File: src/rtl/vec_group_seq.sv
`default_nettype none
// ============================================================================
//  Module   : vec_group_seq
//  Purpose  : Vector element-group sequencer. Accepts one vector instruction
//             from ID, expands it into one issue slot per group of LANES
//             elements (group index + active-lane mask), holds the front end
//             for the duration and, optionally, drains EXE/MEM/WB before
//             releasing it, since vector results have no forwarding path.
//  Revision : 1.0  initial release
// ----------------------------------------------------------------------------
//  Parameters
//    LANES      lanes per group, width of lane_mask
//    CNT_W      group counter width, up to 2^CNT_W groups per instruction
//    DRAIN_CYC  post-issue drain cycles (used only with the drain option)
//  Ports
//    clk, rst        clock (rising edge), asynchronous active-high reset
//    issue_valid     ID presents a vector instruction
//    issue_ready     sequencer can accept (IDLE and no flush)
//    vlen            element count, sampled at accept
//    flush           branch taken: abort the current sequence
//    cnt             current group index (registered)
//    lane_mask       active lanes of the current group (registered)
//    grp_valid       a group slot is issued this cycle (registered)
//    last            current group is the final one (registered)
//    stall           hold PC and IF/ID (combinational)
//    done            one-cycle pulse when an instruction retires
//    vlen_ovf        sticky: an oversized vlen was clamped
//  Configuration
//    VEC_GROUP_SEQ_DRAIN_EN  defined: DRAIN state between last group and
//                            IDLE; undefined: return to IDLE directly.
// ============================================================================
module vec_group_seq #(
    parameter int LANES     = 8,
    parameter int CNT_W     = 5,
    parameter int DRAIN_CYC = 3
) (
    input  logic             clk,
    input  logic             rst,
    input  logic             issue_valid,
    output logic             issue_ready,
    input  logic [31:0]      vlen,
    input  logic             flush,
    output logic [CNT_W-1:0] cnt,
    output logic [LANES-1:0] lane_mask,
    output logic             grp_valid,
    output logic             last,
    output logic             stall,
    output logic             done,
    output logic             vlen_ovf
);

`ifdef VEC_GROUP_SEQ_DRAIN_EN
    localparam bit DRAIN_EN = 1'b1;
`else
    localparam bit DRAIN_EN = 1'b0;
`endif
    // With the option off (or zero drain cycles) DRAIN is unreachable and
    // its counter is constant, so both disappear in synthesis.
    localparam bit HAS_DRAIN = DRAIN_EN && (DRAIN_CYC > 0);

    localparam int RW  = (LANES > 1) ? $clog2(LANES) : 1;
    localparam int DRW = (DRAIN_CYC > 1) ? $clog2(DRAIN_CYC) : 1;
    localparam logic [31:0]    VLEN_MAX  = 32'(LANES) << CNT_W;
    localparam logic [DRW-1:0] DRAIN_LD  = DRW'(DRAIN_CYC - 1);

    typedef enum logic [1:0] {
        ST_IDLE  = 2'd0,
        ST_RUN   = 2'd1,
        ST_DRAIN = 2'd2
    } state_t;

    state_t           state_q, state_d;
    logic [CNT_W-1:0] cnt_q, cnt_d;
    logic [LANES-1:0] lane_mask_q, lane_mask_d;
    logic             grp_valid_q, grp_valid_d;
    logic             last_q, last_d;
    logic             done_q, done_d;
    logic             vlen_ovf_q, vlen_ovf_d;
    logic [DRW-1:0]   drain_q, drain_d;
    logic [CNT_W-1:0] last_idx_q, last_idx_d;   // index of the final group
    logic [RW-1:0]    rem_q, rem_d;             // occupied lanes of final group

    logic             accept;
    logic [31:0]      vlen_clamp;
    logic [CNT_W-1:0] acc_last_idx;
    logic [RW-1:0]    acc_rem;
    logic [CNT_W-1:0] cnt_inc;

    // Only the final group can be partial; a zero remainder means it is full.
    function automatic logic [LANES-1:0] f_mask(input logic is_last,
                                                input logic [RW-1:0] r);
        if (is_last && (r != '0)) begin
            return ~({LANES{1'b1}} << r);
        end
        return '1;
    endfunction

    assign issue_ready = (state_q == ST_IDLE) && !flush;
    assign accept      = issue_valid && issue_ready;
    assign stall       = (state_q != ST_IDLE) || (accept && (vlen != 32'd0));

    // Geometry of the presented instruction, after clamping to the counter range.
    assign vlen_clamp   = (vlen > VLEN_MAX) ? VLEN_MAX : vlen;
    assign acc_last_idx = (vlen_clamp == 32'd0) ? '0
                        : CNT_W'((vlen_clamp - 32'd1) / 32'(LANES));
    assign acc_rem      = RW'(vlen_clamp % 32'(LANES));
    assign cnt_inc      = cnt_q + 1'b1;

    always_comb begin
        state_d     = state_q;
        cnt_d       = cnt_q;
        lane_mask_d = lane_mask_q;
        grp_valid_d = grp_valid_q;
        last_d      = last_q;
        done_d      = 1'b0;
        vlen_ovf_d  = vlen_ovf_q;
        drain_d     = drain_q;
        last_idx_d  = last_idx_q;
        rem_d       = rem_q;

        case (state_q)
            ST_IDLE: begin
                cnt_d       = '0;
                lane_mask_d = '0;
                grp_valid_d = 1'b0;
                last_d      = 1'b0;
                if (accept) begin
                    if (vlen > VLEN_MAX) begin
                        vlen_ovf_d = 1'b1;
                    end
                    if (vlen == 32'd0) begin
                        done_d = 1'b1;      // empty instruction retires at once
                    end else begin
                        state_d     = ST_RUN;
                        grp_valid_d = 1'b1;
                        last_d      = (acc_last_idx == '0);
                        lane_mask_d = f_mask(acc_last_idx == '0, acc_rem);
                        last_idx_d  = acc_last_idx;
                        rem_d       = acc_rem;
                    end
                end
            end

            ST_RUN: begin
                if (flush) begin
                    state_d     = ST_IDLE;
                    cnt_d       = '0;
                    lane_mask_d = '0;
                    grp_valid_d = 1'b0;
                    last_d      = 1'b0;
                end else if (last_q) begin
                    // cnt keeps the final index while draining
                    grp_valid_d = 1'b0;
                    last_d      = 1'b0;
                    lane_mask_d = '0;
                    if (HAS_DRAIN) begin
                        state_d = ST_DRAIN;
                        drain_d = DRAIN_LD;
                    end else begin
                        state_d = ST_IDLE;
                        cnt_d   = '0;
                        done_d  = 1'b1;
                    end
                end else begin
                    cnt_d       = cnt_inc;
                    grp_valid_d = 1'b1;
                    last_d      = (cnt_inc == last_idx_q);
                    lane_mask_d = f_mask(cnt_inc == last_idx_q, rem_q);
                end
            end

            ST_DRAIN: begin
                if (flush) begin
                    state_d = ST_IDLE;
                    cnt_d   = '0;
                    drain_d = '0;
                end else if (drain_q == '0) begin
                    state_d = ST_IDLE;
                    cnt_d   = '0;
                    done_d  = 1'b1;
                end else begin
                    drain_d = drain_q - 1'b1;
                end
            end

            default: begin
                state_d = ST_IDLE;
            end
        endcase
    end

    always_ff @(posedge clk or posedge rst) begin
        if (rst) begin
            state_q     <= ST_IDLE;
            cnt_q       <= '0;
            lane_mask_q <= '0;
            grp_valid_q <= 1'b0;
            last_q      <= 1'b0;
            done_q      <= 1'b0;
            vlen_ovf_q  <= 1'b0;
            drain_q     <= '0;
            last_idx_q  <= '0;
            rem_q       <= '0;
        end else begin
            state_q     <= state_d;
            cnt_q       <= cnt_d;
            lane_mask_q <= lane_mask_d;
            grp_valid_q <= grp_valid_d;
            last_q      <= last_d;
            done_q      <= done_d;
            vlen_ovf_q  <= vlen_ovf_d;
            drain_q     <= drain_d;
            last_idx_q  <= last_idx_d;
            rem_q       <= rem_d;
        end
    end

    assign cnt       = cnt_q;
    assign lane_mask = lane_mask_q;
    assign grp_valid = grp_valid_q;
    assign last      = last_q;
    assign done      = done_q;
    assign vlen_ovf  = vlen_ovf_q;

endmodule
`default_nettype wire

File: config.mk
export PLATFORM = sky130hd
export DESIGN_NAME = vec_group_seq
export DESIGN_NICKNAME = d
export VERILOG_FILES = /design/src/rtl/vec_group_seq.sv
export SDC_FILE = /design/constraint.sdc
export NUM_CORES = 1
export LEC_CHECK = 0
export CORE_MARGIN = 8
export CORE_UTILIZATION = 49
export CTS_BUF_LIST = sky130_fd_sc_hd__clkbuf_4 sky130_fd_sc_hd__clkbuf_8
export CTS_CLUSTER_SIZE = 24
export DETAILED_ROUTE_END_ITERATION = 10
export PLACE_DENSITY = 0.88
export SLEW_MARGIN = 10
export SYNTH_ARGS = -nofsm -noshare
export SYNTH_HDL_FRONTEND = slang
export SYNTH_SLANG_ARGS = --single-unit
File: constraint.sdc
create_clock -name clk -period 3.2 [get_ports clk]
set_input_delay 0.64 -clock clk [delete_from_list [all_inputs] [get_ports clk]]
set_output_delay 0.64 -clock clk [all_outputs]
set_load 0.01 [all_outputs]
==> flow_summary.yaml <==
grt:
  grt_antenna_before_repair: 0
  grt_util_all_layers_pct: 17.0
  grt_max_degree: 26
  grt_first_pass_wirelength_um: 7070
  overflow: 0
  grt_pass1_vias: 1550
sta:
  maxSlewViolCount: 0
  fin_ws_ps: 205
  slew-limit-headroom_pct: 37.7
  fmax_mhz: 334
  setup_violations: 0
  fin_worst_skew_ps: 1.79
  rsz0062_at_grt: "false"
  fin_crit_ps: 3000
  hold_viol: 0
  worst_pin_slew_ps: 934
  post-route-period-util_pct: 93.6
placement:
  dp_cells: 242
  dp_slack_ps: -46.5
  hpwl_um: 3420
  gp_congestion: 0.901
  io_buffers: 54
  dpl_cell_area_um2: 2130
clock_network:
  clk_pin_slew_ps: 140
  cts-htree-levels: 1
  cts_root_buf: "clkbuf_4"
  insertion_delay_ps: 330
  clockBufferDepth: 2
  cts_hold_buf: 0
  cts.sinks: 25
  cts_buffers: 3
  tritoncts: "yes"
setup_path:
  critical_path.max_stage_delay_ps: 420
  critPathArrivalTime_ps: 2360
  cp_max_fo: 2
  path_delay_family: "simple AND/OR/NAND/NOR gates"
  path_buf_inv: 2
  cp.required_ps: 2560
  cp-start-kind: "primary input"
  crit_path_end_kind: "primary output"
  path_class: "primary input to primary output"
  cp_cell_sequence: "clkdlybuf4s50_1 > nor4_2 > nand4_2 > nor4_4 > or2b_2 > nand2b_1 > dlygate4sd2_1"
  slowest_stage: "clkdlybuf4s50_1"
logic_synthesis:
  synth.avg_cell_area_um2: 10.1
  synth.distinct_cells: 52
  yosysTopAreaCellShare_pct: 41.6
  synth_edf_count: 0
  ys_top_cells_by_area: "dfrtp_1 (42%), xnor2_1 (4.1%), nand2_1 (4.0%)"
  syn-num-nets: 186
  post-synth-top-count-cell: "dfrtp_1"
  ys_seq_area_share_pct: 41.6
  synth_top_area_cell: "dfrtp_1"
  ys_ff_latch: 25
  ys_async_sr_fraction_pct: 100
  synth_common_cells: "dfrtp_1 (25), nand2_1 (16), nor2_1 (9), o21ai_0 (9), xnor2_1 (7)"
  yosys_most_used_dff: "dfrtp_1"
  synth_warnings: 0
  netlist_instances: 149
  syn-cell-area_um2: 1510
floorplan:
  fp.dieH_um: 71.4
  initial_core_util_pct: 50.5
  dieArea_um2: 5100
  core-area_um2: 2980
  dieWidth_um: 71.4
  io_pins: 55
  rows: 20
route:
  vias_per_cell: 5.84
  drt-total-wl_um: 4130
  postRouteAntennaNets: 0
  drtPass1Iterations: 4
  drt-initial-drc-count: 59
  vias: 1437
  wl_per_cell_um: 16.8
  drc_errors: 0
finish:
  register_area_um2: 626
  drive_gt1_share_pct: 15.0
  stdcell_area_um2: 2170
  antenna_cells: 0
  multi_input_area_um2: 842
  final_nets: 251
  area_growth_pct: 44.1
  fin_cells: 246
  fillCellCount: 250
job:
  maxCapViolCount: 0
power:
  p_per_area_nw_per_um2: 295
  p_leak_nw: 0.840
  max-vdd-ir-drop_v: 0.000181
status:
  outcome: "completed"
min_path:
  min_path_type: "register to register"
## where the power goes
part,switching [mW],internal [mW],leakage (nW)
clock,0.0989,0.0470,0.0177
combinational,0.0641,0.0918,0.517
sequential,0.00798,0.330,0.305
total,0.171,0.469,0.840
## timing repair
item	in CTS	in global routing
endpoints found under the setup margin	1	0
gates resized for setup	2	0
buffers inserted	0	0
## path summary, 6_finish.rpt
kind / startpoint / endpoint / cells past startpoint / slack, ps
hold / removal: vlen_ovf / vlen_ovf / 1 / 510
min in group asynchronous: rst / grp_valid / 2 / 810
setup reg to reg: cnt[0] / lane_mask[1] / 5 / 1180
setup / recovery: vlen[27] / stall / 7 / 200
hold reg to reg: vlen_ovf / vlen_ovf / 1 / 510
max in group asynchronous: rst / cnt[1] / 2 / 1840
## cell type report
type                            instances  share of cell area (%)
Multi-Input combinational cell        115                    38.8
Sequential cell                        25                    28.8
Clock buffer                            3                    1.04
Tap cell                               33                    1.90
Clock inverter                          1                   0.231
Timing Repair Buffer                   64                    28.3
Inverter                                5                   0.865
## layout by cell type (no fill, tap or decap), types with 3 or more instances in the layout
cell,count
clkdlybuf4s50_1,53
dfrtp_1,25
nand2_1,16
buf_4,10
nor2_1,9
o21ai_0,9
xnor2_1,7
inv_1,5
nor3_1,5
nand3_1,5
nand2b_1,4
nor4_2,3
a211oi_1,3
a21oi_1,3
xor2_1,3
clkbuf_4,3
## through the flow
| step | total power, mW | utilization (%) | TNS, ps | hold WS [ps] |
|---|---|---|---|---|
| after CTS | 0.642 | 72.9 | 0 | 518 |
| after detailed placement | 0.502 | 71.7 | -46.5 | 484 |
| after global routing | 0.668 | 72.9 | 0 | 553 |
| final | 0.640 | 72.9 | 0 | 514 |
| after floorplan | 0.401 | - | 0 | 486 |
| after global placement | 0.498 | 71.7 | 0 | 460 |
## sequential cells by signal, indices dropped and copies added, names as in the netlist
register,flops
lane_mask,7
rem_q,3
state_q,1
grp_valid,1
cnt,5
vlen_ovf,1
last,1
done,1
last_idx_q,5
## routing by layer
layer,GRT usage (%),vias to the layer above,part of all wire [%]
met3,5.86,7,8.7
met5,0,-,0
met4,7.85,0,1.8
li1,-,685,-
met1,18.2,674,40
met2,29.4,71,50
## logic make-up after synthesis
logic type      Yosys count  share of synthesized area [%]
buf+inv                   9                           3.08
xor+xnor                 11                           7.32
mux                       3                           2.24
compound gates           36                           17.7
flops                    25                           41.6
simple gates             64                           27.3
fa+ha+maj                 1                          0.831
## worst register-to-register path: cells and delay by family (launching register included)
family	cells	cell delay, ps
and+or+nand+nor	2	640
AOI/OAI and AO/OA	2	530
DFF	1	460
adders and majority gates	1	260
No activity file was read; power rests on OpenSTA's default activity.
